===== src/rtl/arm_fetch.sv =====
// arm_fetch -- instruction fetch stage feeding decode.
//
// Keeps the fetch PC, drives it onto the arm_memory read port (synchronous,
// one-cycle read latency), captures returned words into a circular prefetch
// buffer and presents the buffer head to decode via valid/ready. A branch
// redirect empties the buffer and discards any in-flight return.
//
// Optional feature: define ARM_FETCH_PERF_EN to add the perf_delivered and
// perf_flushed counter ports.
//
// Ports:
//   clk, reset                 clock, asynchronous active-high reset
//   mem_addr                   read address (always the fetch PC register)
//   mem_data, mem_excpt        read data / exception, valid the cycle after the address edge
//   branch_valid, branch_target redirect pulse and target
//   inst_valid, inst_ready     head handshake with decode
//   inst, inst_pc, inst_excpt  head word, its fetch address, its exception flag
//   perf_delivered, perf_flushed  (ARM_FETCH_PERF_EN only) pops / redirect-discarded words
//
// States:
//   S_FETCH  | normal operation, fetches issued while the buffer has room
//   S_HALTED | an exception word was captured; no issue until a redirect
module arm_fetch #(
  parameter logic [31:0] RESET_PC = 32'h0000_0000,
  parameter int          DEPTH    = 4
) (
  input  logic        clk,
  input  logic        reset,
  output logic [31:0] mem_addr,
  input  logic [31:0] mem_data,
  input  logic        mem_excpt,
  input  logic        branch_valid,
  input  logic [31:0] branch_target,
  output logic        inst_valid,
  input  logic        inst_ready,
  output logic [31:0] inst,
  output logic [31:0] inst_pc,
  output logic        inst_excpt
`ifdef ARM_FETCH_PERF_EN
  ,
  output logic [31:0] perf_delivered,
  output logic [31:0] perf_flushed
`endif
);

  localparam int PW = (DEPTH > 1) ? $clog2(DEPTH) : 1;
  localparam int CW = $clog2(DEPTH + 1);

  typedef enum logic {S_FETCH, S_HALTED} state_t;

  state_t          state, state_nxt;
  logic [31:0]     fetch_pc;
  logic [31:0]     inflight_pc;
  logic            inflight;
  logic [31:0]     fifo_data  [DEPTH];
  logic            fifo_excpt [DEPTH];
  logic [31:0]     fifo_pc    [DEPTH];
  logic [PW-1:0]   rd_ptr, wr_ptr;
  logic [CW-1:0]   count;
  logic            pop, issue, capture;
  logic [CW:0]     occupancy;

  function automatic logic [PW-1:0] ptr_inc(input logic [PW-1:0] p);
    return (p == PW'(DEPTH - 1)) ? '0 : p + PW'(1);
  endfunction

  assign mem_addr   = fetch_pc;
  assign inst_valid = (count != '0);
  assign inst       = fifo_data[rd_ptr];
  assign inst_pc    = fifo_pc[rd_ptr];
  assign inst_excpt = fifo_excpt[rd_ptr];
  assign pop        = inst_valid & inst_ready;

  // Slots committed after this edge: buffered + returning word - leaving word.
  assign occupancy = {1'b0, count} + (CW+1)'(inflight) - (CW+1)'(pop);

  always_comb begin
    state_nxt = state;
    issue     = 1'b0;
    capture   = 1'b0;
    if (branch_valid) begin
      state_nxt = S_FETCH;
    end else begin
      // Once halted, the word issued alongside the faulting capture is
      // dropped on return so nothing follows the exception entry.
      capture = inflight && (state == S_FETCH);
      issue   = (state == S_FETCH) && (occupancy < (CW+1)'(DEPTH));
      if (capture && mem_excpt)
        state_nxt = S_HALTED;
    end
  end

  always_ff @(posedge clk or posedge reset) begin
    if (reset) state <= S_FETCH;
    else       state <= state_nxt;
  end

  always_ff @(posedge clk or posedge reset) begin
    if (reset) begin
      fetch_pc    <= RESET_PC;
      inflight_pc <= '0;
      inflight    <= 1'b0;
      rd_ptr      <= '0;
      wr_ptr      <= '0;
      count       <= '0;
      for (int i = 0; i < DEPTH; i++) begin
        fifo_data[i]  <= '0;
        fifo_excpt[i] <= 1'b0;
        fifo_pc[i]    <= '0;
      end
    end else if (branch_valid) begin
      fetch_pc <= branch_target;
      inflight <= 1'b0;
      rd_ptr   <= '0;
      wr_ptr   <= '0;
      count    <= '0;
    end else begin
      // Every in-flight word returns the next cycle, so inflight simply
      // tracks whether an issue happened this edge.
      inflight <= issue;
      if (issue) begin
        fetch_pc    <= fetch_pc + 32'd4;
        inflight_pc <= fetch_pc;
      end
      if (capture) begin
        fifo_data[wr_ptr]  <= mem_data;
        fifo_excpt[wr_ptr] <= mem_excpt;
        fifo_pc[wr_ptr]    <= inflight_pc;
        wr_ptr             <= ptr_inc(wr_ptr);
      end
      if (pop)
        rd_ptr <= ptr_inc(rd_ptr);
      case ({capture, pop})
        2'b10:   count <= count + CW'(1);
        2'b01:   count <= count - CW'(1);
        default: count <= count;
      endcase
    end
  end

`ifdef ARM_FETCH_PERF_EN
  always_ff @(posedge clk or posedge reset) begin
    if (reset) begin
      perf_delivered <= '0;
      perf_flushed   <= '0;
    end else begin
      if (pop)
        perf_delivered <= perf_delivered + 32'd1;
      // The popped word is delivered, not flushed.
      if (branch_valid)
        perf_flushed <= perf_flushed + 32'(count) - 32'(pop) + 32'(inflight);
    end
  end
`endif

endmodule


===== config.mk =====
export PLATFORM = sky130hd
export DESIGN_NAME = arm_fetch
export DESIGN_NICKNAME = d
export VERILOG_FILES = /design/src/rtl/arm_fetch.sv
export SDC_FILE = /design/constraint.sdc
export NUM_CORES = 1
export LEC_CHECK = 0
export CAP_MARGIN = 5
export CELL_PAD_IN_SITES_DETAIL_PLACEMENT = 1
export CELL_PAD_IN_SITES_GLOBAL_PLACEMENT = 2
export CORE_ASPECT_RATIO = 1.4
export CORE_MARGIN = 3
export CORE_UTILIZATION = 43
export CTS_CLUSTER_SIZE = 24
export DETAILED_ROUTE_END_ITERATION = 10
export PLACE_DENSITY = 0.95
export SYNTH_ARGS = -nofsm -noshare
export SYNTH_HDL_FRONTEND = slang
export SYNTH_SLANG_ARGS = --single-unit

===== constraint.sdc =====
create_clock -name clk -period 30.3 [get_ports clk]
set_input_delay 6.06 -clock clk [delete_from_list [all_inputs] [get_ports clk]]
set_output_delay 6.06 -clock clk [all_outputs]
set_load 0.02 [all_outputs]

# ---- Yosys cells after proc, flatten, opt, wreduce, memory -nomap -nowiden
# Cells that the tools add are included.
dict set report word_totals {
  register_bits 333
  out_inout_bits 98
  inputBits 69
  wordCells 82
}
dict set report op_classes {
  mux 31
  magnitude_cmp 4
  reduce_logical 12
  n_bitwise 5
  n_eq_ne 4
  add_sub_neg 7
}
# op count
set ops {}
lappend ops {{$bwmux 128} 2}
lappend ops {{$mux 32} 7}
lappend ops {{$bmux 32 s2} 2}
lappend ops {{$demux 32 s2} 1}
lappend ops {{$add 32x3->32 const B} 1}
lappend ops {{$mux 2} 6}
lappend ops {{$mux 1} 8}
lappend ops {{$reduce_bool 2->1} 4}
lappend ops {{$eq 2x2->1 const B} 3}
lappend ops {{$ge 3x3->1 const B} 2}
lappend ops {{$not 2->3} 2}
lappend ops {{$pmux 3 s2} 1}
lappend ops {{$reduce_bool 3->1} 2}
lappend ops {{$add 2x1->2 const B} 2}
lappend ops {{$add 3x1->4} 1}
lappend ops {{$bwmux 4} 1}
lappend ops {{$logic_and 1x1->1} 4}
lappend ops {{$lt 4x3->1 const B} 1}
lappend ops {{$reduce_and 2->1} 2}
lappend ops {{$sub 4x1->4} 1}
lappend ops {{$add 3x1->3 const B} 1}
lappend ops {{$lt 3x1->1 const B} 1}
lappend ops {{$mux 3} 1}
lappend ops {{$sub 3x1->3 const B} 1}
lappend ops {{5 further kinds} 6}

# ---- Logic depth before layout (Yosys ltp)
dict set report logic_depth {
  ltp_word 8
  ltp_mapped 13
  depth_no_buf 11
}

# ---- Worst setup path before layout
# No wires, ideal clock.
dict set report synth_timing {
  path_kind {input-to-reg}
  start {in inst_ready}
  end {reg fetch_pc[31], in the netlist mem_addr[31]}
  setup_slack_ps 21877
  path_stages 11
  setup_time_ps 69
  arrival_ps 8354
  cell_sequence {o31ai_1 inv_1 ha_1 inv_1 ha_1 and3b_1 or4_4 a211o_1 buf_6 or4_1 nand3_1}
}
dict set report synth_between {
  elab_chain_cells 6
}
# element line
set synth_lines {}
lappend synth_lines {{start, declared} 35} ;# input logic inst_ready,
lappend synth_lines {{$and 1x1->1} 72} ;# assign pop = inst_valid & inst_ready;
lappend synth_lines {{$sub 4x1->4} 75} ;# assign occupancy = {1'b0, count} + (CW+1)'(inflight) - (CW+1)'(pop);
lappend synth_lines {{$lt 4x3->1} 87} ;# issue = (state == S_FETCH) && (occupancy < (CW+1)'(DEPTH));
lappend synth_lines {{$logic_and 1x1->1} 87}
lappend synth_lines {{$mux 1} 81} ;# if (branch_valid) begin
lappend synth_lines {{$reduce_bool 2->1 (no line)} n/a}
lappend synth_lines {{end signal, assigned} 112} ;# fetch_pc <= branch_target;
lappend synth_lines {{end signal, assigned} 122} ;# fetch_pc <= fetch_pc + 32'd4;
lappend synth_lines {{end, declared} 52} ;# logic [31:0] fetch_pc;
# Every way passes these cells.
# A chain may end at the register's enable or synchronous reset.

# ---- Worst setup path after layout
dict set report layout_timing {
  start {reg rd_ptr[0]}
  end {out inst_pc[19]}
}
dict set report layout_between {
  elab_chain_cells 4
}
# element line
set layout_lines {}
lappend layout_lines {{start, declared} 58} ;# logic [PW-1:0] rd_ptr, wr_ptr;
lappend layout_lines {{start signal, assigned} 132} ;# rd_ptr <= ptr_inc(rd_ptr);
lappend layout_lines {{$not 2->3 (not written as such)} 70} ;# assign inst_pc = fifo_pc[rd_ptr];
lappend layout_lines {{$bmux 32 s2} 70}
lappend layout_lines {{$mux 32 (not written as such) (2 in a row)} 70}
lappend layout_lines {{end, declared} 37} ;# output logic [31:0] inst_pc,
# Every way passes these cells. The select of a mux whose other input is x is not followed.

==> results.toml <==
[status]
status = "finished clean"

[place]
gp_congestion = 0.7582
hpwl_um = 22720
dp_slack_ns = 20.36
place_area_um2 = 16790
io_buffers = 166
dp.cells = 1590

[floorplanning]
initial_core_util_pct = 44.05
num_rows = 79
die_width_um = 162.6
fp.dieArea_um2 = 36620
ios = 167
die_h_um = 225.2
core-area_um2 = 33510

[clocking]
postCtsResizedCells = 0
numCtsBuffers = 35
h-tree-depth = 2
post_cts_buffers = 0
cts_sinks = 333
hold_buffers = 0
cts_tree = "yes"
clk_path_buf_depth = 3
path_clk_slew_ns = 0.06
ctsRootBufferMaster = "clkbuf_16"
insertion_delay_ns = 0.53

[critical_path]
critical_path_class = "flop to primary output"
cpLargestDelayFamily = "buffers and inverters"
worstPathCellList = "buf_4, mux4_2, clkdlybuf4s50_1"
critPathBufInv = 2
cp-end-kind = "primary output"
worst_ep_required_time_ns = 24.24
cp-start-kind = "flop"
critPathSlowestCell = "dfrtp_4"
critPathMaxFanout = 39
worst_path_largest_cell_delay_ns = 0.99
arrival_ns = 3.41
r2r_setup_slack_ns = 26.07

[sta]
hold_violations = 0
max_freq_mhz = 105.6
holdWs_ns = 0.5008
setup_tns_ns = 0
grt_setup_unrepaired = "false"
drv_slew = 0
layout_min_cycle_time_ns = 9.471
min_period_over_period_pct = 31.26
fin_ws_ns = 20.83
skew_ns = 0.01642
finalSetupViolCount = 0
slew_headroom_pct = 27.78
worst_pin_slew_ns = 1.083

[synthesis]
syn_nets = 1111
synth_seq_cells = 333
synth_cell_types = 49
ys_top_cells_by_count = "dfrtp_1, mux2_2, nand2_1"
avgSynthCellArea_um2 = 14.29
synth_edf_count = 0
synthCells = 1033
synth.top_cell.area_share_pct = 56.45
yosys_warnings = 0
syn_area_um2 = 14760
async_reset_ff_share_pct = 100.0
synth_area_leaders = "dfrtp_1, mux2_2, mux4_2, nand2_1, buf_2"
synth_area_leader_cell = "dfrtp_1"
yosysMostFrequentCell = "dfrtp_1"
synth_top_flop_cell = "dfrtp_1"
yosysSeqAreaShare_pct = 56.45

[route]
vias = 9296
routedWlPerCell_um = 22.37
ant_nets = 0
highest_layer = "met4"
wl_met1_um = 15730
vias_per_cell = 5.620
wl_met2_um = 18920
drc = 0
route.met3.wl_um = 1658
firstDrtPassIters = 4
dr.first_iter.drc_count = 510
wl_um = 36990

[final_layout]
area_growth_pct = 21.90
drive_gt1_share_pct = 33.69
fin_nets = 1260
finalNonFillerCells = 1654
fin_area_um2 = 17990

[pwr]
powerDensity_nw_per_um2 = 105.0
ir_drop_v = 0.00009259
leakagePower_nw = 7.905

[global_route]
grt_pass1_wl_um = 60120
grt_pass1_vias = 10617
grt_usage_pct = 20.74
grt-ovfl-total = 0
antenna_found_initial = 1
grt_start_max_net_pins = 119

[run]
cap_violations = 0

[hold_path]
hold_path_class = "flop to flop"
## state kept, by name (all words and copies together) (netlist names)
register,count
fifo_data,128
fifo_pc,128
inflight_pc,32
mem_addr,32
fifo_excpt,4
count,3
rd_ptr,2
wr_ptr,2
inflight,1
state,1
## final cells by class
| cell class | count | area, um2 |
|---|---|---|
| multi-input cells | 620 | 6088 |
| inverters | 14 | 60.06 |
| fillers | 3246 | 15510 |
| repair buffers | 178 | 1747 |
| clock inverters | 12 | 173.9 |
| flip-flops and latches | 333 | 8341 |
| diodes | 1 | 2.502 |
| clock buffers | 51 | 1026 |
| well taps | 445 | 556.8 |
## logic make-up after synthesis
| group | count (synthesis) | synth area share [%] |
|---|---|---|
| AO/OA/AOI/OAI | 67 | 3.424 |
| XOR/XNOR | 8 | 0.4747 |
| adder cells (fa/ha/maj) | 9 | 0.8137 |
| buffers and inverters | 80 | 2.382 |
| flip-flops | 333 | 56.45 |
| multiplexers | 329 | 30.04 |
| AND/OR/NAND/NOR | 207 | 6.416 |
## report_power, final
part           switching (mW)  internal, mW  total [mW]
Clock                   0.177         0.270       0.447
Combinational           0.340         0.374       0.714
Sequential              0.127         0.601       0.729
Total                   0.644          1.25        1.89
## layout by cell type (no fill, tap or decap), types with 8 or more instances in the layout
master / instances
o21ai_0: 9
nor2_1: 16
mux2_2: 262
clkdlybuf4s50_1: 165
clkbuf_8: 9
inv_1: 12
dfrtp_1: 331
ha_1: 8
nand2_1: 120
buf_4: 12
clkbuf_16: 35
o211ai_1: 14
mux4_2: 65
a221o_1: 10
nand3_1: 21
## worst paths after layout
path,start,end,depth (start not counted)
hold reg to reg,fifo_pc[52],fifo_pc[52],1
setup / recovery,rd_ptr[0],inst_pc[19],3
hold / removal,fifo_pc[52],fifo_pc[52],1
setup reg to reg,count[1],mem_addr[19],13
max in group asynchronous,reset,fifo_pc[36],4
min in group asynchronous,reset,fifo_data[123],2
## routing by layer
metal	global-route usage, %	up-vias
li1	-	4084
met1	27.44	4937
met2	35.71	225
met3	3.420	50
met4	5.597	0
met5	0	-
## stage by stage
step	power, mW	utilization, %
after detailed placement	1.457	50.11
after global placement	1.419	50.11
after floorplan	1.169	-
final	1.890	53.70
after CTS	1.919	53.69
after global routing	2.004	53.70
No activity file was read; power rests on OpenSTA's default activity.
